<file path="src/rtl/coin_pkg.sv">
// Shared types, coin values and lookup helpers for the coin decoder.
// Imported by the sampler and the credit datapath.
package coin_pkg;

  typedef enum logic [1:0] {
    COIN_NONE    = 2'b00,
    COIN_NICKEL  = 2'b01,
    COIN_DIME    = 2'b10,
    COIN_QUARTER = 2'b11
  } coin_code_t;

  localparam logic [4:0] NICKEL_VALUE  = 5'd5;
  localparam logic [4:0] DIME_VALUE    = 5'd10;
  localparam logic [4:0] QUARTER_VALUE = 5'd25;

  typedef enum logic [1:0] {
    IDLE   = 2'd0,
    HOLD   = 2'd1,
    FILTER = 2'd2
  } sampler_state_t;

  function automatic logic [4:0] coin_value(input coin_code_t code);
    logic [4:0] value;
    value = 5'd0;
    case (code)
      COIN_NICKEL:  value = NICKEL_VALUE;
      COIN_DIME:    value = DIME_VALUE;
      COIN_QUARTER: value = QUARTER_VALUE;
      default:      value = 5'd0;
    endcase
    return value;
  endfunction

  function automatic logic [2:0] coin_onehot(input coin_code_t code);
    logic [2:0] onehot;
    onehot = 3'b000;
    case (code)
      COIN_NICKEL:  onehot = 3'b001;
      COIN_DIME:    onehot = 3'b010;
      COIN_QUARTER: onehot = 3'b100;
      default:      onehot = 3'b000;
    endcase
    return onehot;
  endfunction

endpackage

</file>
<file path="src/rtl/coin_decoder_if.sv">
// Coin path and vending-FSM request/response bundle for the coin decoder.
// master = sensor/vending side, slave = coin_decoder.
interface coin_decoder_if #(
  parameter int CREDIT_W = 8
);

  logic [1:0]          code_i;
  logic                clear_i;
  logic                spend_i;
  logic [CREDIT_W-1:0] spend_amt_i;
  logic [2:0]          coin_o;
  logic                reject_o;
  logic [CREDIT_W-1:0] credit_o;
  logic                spend_ack_o;
  logic                spend_nack_o;

  modport master (
    output code_i, clear_i, spend_i, spend_amt_i,
    input  coin_o, reject_o, credit_o, spend_ack_o, spend_nack_o
  );

  modport slave (
    input  code_i, clear_i, spend_i, spend_amt_i,
    output coin_o, reject_o, credit_o, spend_ack_o, spend_nack_o
  );

endinterface

</file>
<file path="src/rtl/coin_code_sampler.sv">
// Registers the sensor code and runs the one-coin-per-insertion FSM.
// Optional glitch filter: define COIN_DEC_GLITCH_FILTER_EN.
module coin_code_sampler
  import coin_pkg::*;
(
  input  logic       clk,
  input  logic       rst_n,
  input  logic [1:0] code,
  output logic       accept,
  output coin_code_t coin
);

  coin_code_t     code_q;
  sampler_state_t state;
  logic           code_valid;
`ifdef COIN_DEC_GLITCH_FILTER_EN
  coin_code_t     captured;
`endif

  // code_valid masks the reset value of code_q, so a code held through reset
  // release keeps the FSM in HOLD until a real 00 has been sampled.
  always_ff @(posedge clk or negedge rst_n) begin
    if (!rst_n) begin
      code_q     <= COIN_NONE;
      code_valid <= 1'b0;
      state      <= HOLD;
`ifdef COIN_DEC_GLITCH_FILTER_EN
      captured   <= COIN_NONE;
`endif
    end else begin
      code_q     <= coin_code_t'(code);
      code_valid <= 1'b1;
      case (state)
        IDLE: begin
          if (code_q != COIN_NONE) begin
`ifdef COIN_DEC_GLITCH_FILTER_EN
            state    <= FILTER;
            captured <= code_q;
`else
            state    <= HOLD;
`endif
          end
        end
        HOLD: begin
          if (code_valid && code_q == COIN_NONE) state <= IDLE;
        end
`ifdef COIN_DEC_GLITCH_FILTER_EN
        FILTER: begin
          if (code_q == COIN_NONE) state <= IDLE;
          else                     state <= HOLD;
        end
`endif
        default: state <= HOLD;
      endcase
    end
  end

  always_comb begin
    accept = 1'b0;
    coin   = code_q;
`ifdef COIN_DEC_GLITCH_FILTER_EN
    if (state == FILTER && code_q == captured) accept = 1'b1;
`else
    if (state == IDLE && code_q != COIN_NONE) accept = 1'b1;
`endif
  end

endmodule

</file>
<file path="src/rtl/coin_decoder.sv">
// Coin decoder top: sampler plus saturating credit register with clear/spend.
// Glitch filter in the sampler is enabled by COIN_DEC_GLITCH_FILTER_EN.
module coin_decoder
  import coin_pkg::*;
#(
  parameter int CREDIT_W   = 8,
  parameter int MAX_CREDIT = 200
) (
  input logic           clk,
  input logic           rst_n,
  coin_decoder_if.slave bus
);

  localparam logic [CREDIT_W:0] CEILING = (CREDIT_W+1)'(MAX_CREDIT);

  logic                accept;
  coin_code_t          coin;
  logic [CREDIT_W-1:0] credit;
  logic [2:0]          coin_q;
  logic                reject_q;
  logic                ack_q;
  logic                nack_q;
  logic                spend_ok;
  logic [CREDIT_W:0]   base;
  logic [CREDIT_W:0]   sum;
  logic                coin_fits;

  coin_code_sampler u_sampler (
    .clk    (clk),
    .rst_n  (rst_n),
    .code   (bus.code_i),
    .accept (accept),
    .coin   (coin)
  );

  // Clear/spend settle first; the coin is then judged against what remains.
  // One extra bit keeps the sum from wrapping before the ceiling compare.
  always_comb begin
    spend_ok = (bus.spend_amt_i <= credit);
    base     = {1'b0, credit};
    if (bus.clear_i)                 base = '0;
    else if (bus.spend_i && spend_ok) base = {1'b0, credit - bus.spend_amt_i};
    sum       = base + (CREDIT_W+1)'(coin_value(coin));
    coin_fits = (sum <= CEILING);
  end

  always_ff @(posedge clk or negedge rst_n) begin
    if (!rst_n) begin
      credit   <= '0;
      coin_q   <= 3'b000;
      reject_q <= 1'b0;
      ack_q    <= 1'b0;
      nack_q   <= 1'b0;
    end else begin
      coin_q   <= 3'b000;
      reject_q <= 1'b0;
      ack_q    <= bus.spend_i && !bus.clear_i && spend_ok;
      nack_q   <= bus.spend_i && !bus.clear_i && !spend_ok;
      credit   <= base[CREDIT_W-1:0];
      if (accept) begin
        if (coin_fits) begin
          credit <= sum[CREDIT_W-1:0];
          coin_q <= coin_onehot(coin);
        end else begin
          reject_q <= 1'b1;
        end
      end
    end
  end

  assign bus.coin_o       = coin_q;
  assign bus.reject_o     = reject_q;
  assign bus.credit_o     = credit;
  assign bus.spend_ack_o  = ack_q;
  assign bus.spend_nack_o = nack_q;

endmodule

</file>
<file path="src/flat_wrapper.sv">
// flat-port wrapper written by rule: the top's interface ports become plain ports
module coin_decoder_flat import coin_pkg::*;
#(
  parameter int CREDIT_W   = 8,
  parameter int MAX_CREDIT = 200
)
  (clk, rst_n, bus_code_i, bus_clear_i, bus_spend_i, bus_spend_amt_i, bus_coin_o, bus_reject_o, bus_credit_o, bus_spend_ack_o, bus_spend_nack_o);
  coin_decoder_if #(.CREDIT_W(CREDIT_W)) bus_i ();
  input logic clk;
  input logic rst_n;
  input wire logic [$bits(bus_i.code_i)-1:0] bus_code_i;
  input wire logic [$bits(bus_i.clear_i)-1:0] bus_clear_i;
  input wire logic [$bits(bus_i.spend_i)-1:0] bus_spend_i;
  input wire logic [$bits(bus_i.spend_amt_i)-1:0] bus_spend_amt_i;
  output wire logic [$bits(bus_i.coin_o)-1:0] bus_coin_o;
  output wire logic [$bits(bus_i.reject_o)-1:0] bus_reject_o;
  output wire logic [$bits(bus_i.credit_o)-1:0] bus_credit_o;
  output wire logic [$bits(bus_i.spend_ack_o)-1:0] bus_spend_ack_o;
  output wire logic [$bits(bus_i.spend_nack_o)-1:0] bus_spend_nack_o;
  assign bus_i.code_i = bus_code_i;
  assign bus_i.clear_i = bus_clear_i;
  assign bus_i.spend_i = bus_spend_i;
  assign bus_i.spend_amt_i = bus_spend_amt_i;
  assign bus_coin_o = bus_i.coin_o;
  assign bus_reject_o = bus_i.reject_o;
  assign bus_credit_o = bus_i.credit_o;
  assign bus_spend_ack_o = bus_i.spend_ack_o;
  assign bus_spend_nack_o = bus_i.spend_nack_o;
  coin_decoder #(.CREDIT_W(CREDIT_W), .MAX_CREDIT(MAX_CREDIT)) u_core (.clk(clk), .rst_n(rst_n), .bus(bus_i));
endmodule
</file>
<file path="config.mk">
export PLATFORM = sky130hd
export DESIGN_NAME = coin_decoder_flat
export DESIGN_NICKNAME = d
export VERILOG_FILES = /design/src/rtl/coin_pkg.sv /design/src/rtl/coin_decoder_if.sv /design/src/rtl/coin_code_sampler.sv /design/src/rtl/coin_decoder.sv /design/src/flat_wrapper.sv
export SDC_FILE = /design/constraint.sdc
export NUM_CORES = 1
export LEC_CHECK = 0
export CAP_MARGIN = 25
export CORE_AREA = 2 2 61 63
export CTS_CLUSTER_DIAMETER = 100
export DETAILED_ROUTE_END_ITERATION = 16
export DIE_AREA = 0 0 63 65
export GPL_TIMING_DRIVEN = 0
export PLACE_DENSITY_LB_ADDON = 0.15
export SLEW_MARGIN = 20
export SYNTH_ARGS = -nofsm -noshare
export SYNTH_HDL_FRONTEND = slang
export SYNTH_SLANG_ARGS = --single-unit
</file>
<file path="constraint.sdc">
create_clock -name clk -period 4.35 [get_ports clk]
set_input_delay 0.87 -clock clk [delete_from_list [all_inputs] [get_ports clk]]
set_output_delay 0.87 -clock clk [all_outputs]
set_load 0.005 [all_outputs]
</file>
==> out/metrics.cfg <==
[yosys]
ys_seq_area_frac = 0.280
asyncSetResetFlopFracSynth = 1.00
synth-seq-cells = 18
netlist-cell-type-count = 54
synth_area_um2 = 1610
synth_area_leader_cell = dfrtp_1
postSynthCellCount = 177
syn_nets = 206
yosys_warnings = 0
synth_flop_cell = dfrtp_1
synth.top_cells.by_area = dfrtp_1 26%, ha_1 10%, a21oi_1 4.7%, nor2_1 4.7%, inv_1 3.5%
synth.avg_cell_area_um2 = 9.12
netlist.area_leader.share = 0.264
number_of_flops_mapped_to_enable_cells_by_yosys = 0

[clock_tree]
cts_tree = yes
cts-root-to-sink-buffers = 2
cts.htree.levels = 1
clkSinkCount = 18
clk_pin_slew_ps = 110
worstSkewPairLatency_ps = 300
cts_root_buf = clkbuf_4
cts_made_buffers = 3

[grt]
grt_use_total = 0.213
antenna_found_initial = 0
grt_start_max_net_pins = 19
gr-total-overflow = 0
grt_pass1_wl_um = 6950
first_global_vias = 1555

[timing]
final_critical_path_setup_slack_ps = -346
post-route-min-period_ps = 4700
final_min_period_over_clock_period = 1.08
slew_headroom = 0.464
slew_worst_pin_ps = 802
slew_violations = 0
clock_skew_ps = 9.36
finalHoldViolations = 0
max_freq_ghz = 0.213
setup-violations-final = 10
rsz_0062_raised_after_global_routing = true
final.setup.tns_ps = -2850

[floorplan]
chipWidth_um = 63
core_outline_area_um2 = 3500
initial_utilization = 0.462
boundaryPins = 28
fp.dieArea_um2 = 4100
die_h_um = 65
fp-row-count = 22

[final_layout]
seqCellArea_um2 = 452
insertedDiodeCount = 0
nFillCells = 269
multi_input_comb_area_um2 = 1350
final_nets = 266
area_delta_synth_final_pct = 52.9
layout-drive-gt1-share = 0.411

[place]
gp_congestion = 0.881
hpwlAfterDp_um = 2810
dpl_worst_slack_ps = -1570
portBuffers = 27

[pwr]
power_per_cell_area_nw_per_um2 = 195
power.leakage_uw = 0.00106
peakVddDrop_mv = 0.192

[route]
drt_pass1_iterations = 4
postRouteAntennaNets = 0
detail_route.drc_violations = 0
routed_wl_um = 4240
drt-wirelength-per-cell_um = 14.9
vias_per_cell = 5.36
route.vias.total = 1523
detail_route.iter0.violations = 87

[min_path]
timing.hold.worst.class = register to register

[job]
cap_violations = 0

[setup_path]
crit_path_start_kind = primary input
path_class = primary input to register
critPathCaptureType = register
crit_path_max_fanout = 8
critical_path_required_ps = 4540
timing.critical_path.arrival_ps = 4880

[status]
outcome = finished with violations
failing_checks = setup timing

==> flip-flops by register name, indices dropped and copies added, names as in the netlist <==
signal	flops
u_core.bus.spend_ack_o	1
u_core.bus.spend_nack_o	1
u_core.u_sampler.coin	2
u_core.bus.reject_o	1
u_core.bus.credit_o	8
u_core.bus.coin_o	3
u_core.u_sampler.state	1
u_core.u_sampler.code_valid	1
==> worst max-delay path: stages <==
cell and delay, ps:
buf_6 100, ha_4 150, fa_2 330, and2b_2 260
o22ai_4 90, a2111oi_4 400, nor2_4 140, nor3_2 120
a21oi_1 50, nor2_1 180, ha_2 330, o21ai_2 130
o21bai_1 100, a21oi_2 250, a2111oi_2 70, a32o_2 300
buf_4 150, a221oi_4 340, nor3_4 70, buf_12 160
mux2_4 290
==> synth_stat cells, types with 3 or more instances <==
| cell | number |
|---|---|
| nor2_1 | 20 |
| and2_1 | 4 |
| inv_1 | 15 |
| nand2b_1 | 3 |
| mux2_2 | 4 |
| o21ai_0 | 9 |
| a211oi_1 | 3 |
| a21o_1 | 5 |
| nor2b_1 | 5 |
| a21oi_1 | 15 |
| ha_1 | 13 |
| clkbuf_1 | 4 |
| xnor2_1 | 6 |
| dfrtp_1 | 17 |
| nand2_1 | 9 |
==> repair_timing <==
action,in CTS,in global routing
pin swaps,32,11
endpoints found under the setup margin,12,12
setup buffers,25,5
gates resized for setup,39,14
hold buffers,0,0
==> area by class of cell <==
cell class / count / area share
inverters: 15 / 0.0228
multi-input cells: 140 / 0.546
plain buffers: 3 / 0.00456
clock buffers: 4 / 0.0147
well taps: 48 / 0.0243
repair buffers: 56 / 0.205
flip-flops and latches: 18 / 0.183
==> routing by layer <==
metal,vias up,global-route usage,share of wire
li1,750,-,-
met1,726,0.243,0.42
met2,36,0.412,0.53
met3,11,0.0260,0.031
met4,0,0.0611,0.018
met5,-,0,0
==> power breakdown <==
| part | total (uW) | leakage (uW) | switching (uW) | internal [uW] |
|---|---|---|---|---|
| Sequential | 182 | 0.000238 | 7.09 | 174 |
| Combinational | 193 | 0.000803 | 90.1 | 103 |
| Clock | 105 | 0.0000210 | 54.1 | 51.0 |
==> metrics by stage <==
stage                     hold WS [ps]  instances  utilization  total power, uW  cell area (um2)
after floorplan                    366        177            -              283             1690
after global placement             378        252        0.578              324             2020
after detailed placement           390        252        0.578              328             2020
after CTS                          406        280        0.681              461             2380
after global routing               413        284        0.706              506             2470
final                              412        284        0.706              480             2470
==> kinds of logic (layout without fill, tap and decap cells) <==
logic type,count (synthesis),count (layout),share of synthesized area
AO/OA/AOI/OAI,50,50,0.242
XOR/XNOR,7,7,0.0380
adder cells (fa/ha/maj),15,15,0.126
buffers and inverters,19,78,0.0442
flip-flops,18,18,0.280
multiplexers,9,9,0.0729
other,1,1,0.00232
AND/OR/NAND/NOR,58,58,0.195
==> path summary, 6_finish.rpt <==
kind	depth (start not counted)	start	end	slack, ps
max	21	bus_spend_amt_i[0]	u_core.bus.credit_o[1]	-350
min	1	u_core.u_sampler.code_valid	u_core.u_sampler.state[0]	410
max reg2reg	21	u_core.bus.credit_o[0]	u_core.bus.credit_o[1]	-180
min reg2reg	1	u_core.u_sampler.code_valid	u_core.u_sampler.state[0]	410
max in group asynchronous	1	rst_n	u_core.bus.coin_o[2]	2820
min in group asynchronous	1	rst_n	u_core.bus.credit_o[7]	1020
==> layout by cell type (no fill, tap or decap), types with 4 or more instances in the layout <==
| cell type | netlist | final |
|---|---|---|
| ha_1 | 13 | 4 |
| mux2_4 | 2 | 6 |
| clkdlybuf4s50_1 | 0 | 23 |
| a21o_1 | 5 | 5 |
| buf_4 | 0 | 25 |
| a21oi_2 | 0 | 7 |
| nor2_2 | 1 | 4 |
| nand2_1 | 9 | 8 |
| buf_6 | 0 | 4 |
| nor2b_1 | 5 | 5 |
| inv_1 | 15 | 13 |
| dfrtp_1 | 17 | 17 |
| a21oi_1 | 15 | 7 |
| xnor2_1 | 6 | 5 |
| ha_4 | 0 | 7 |
| o21ai_0 | 9 | 6 |
| nor2_1 | 20 | 14 |
Power figures use the tool's default switching activity.
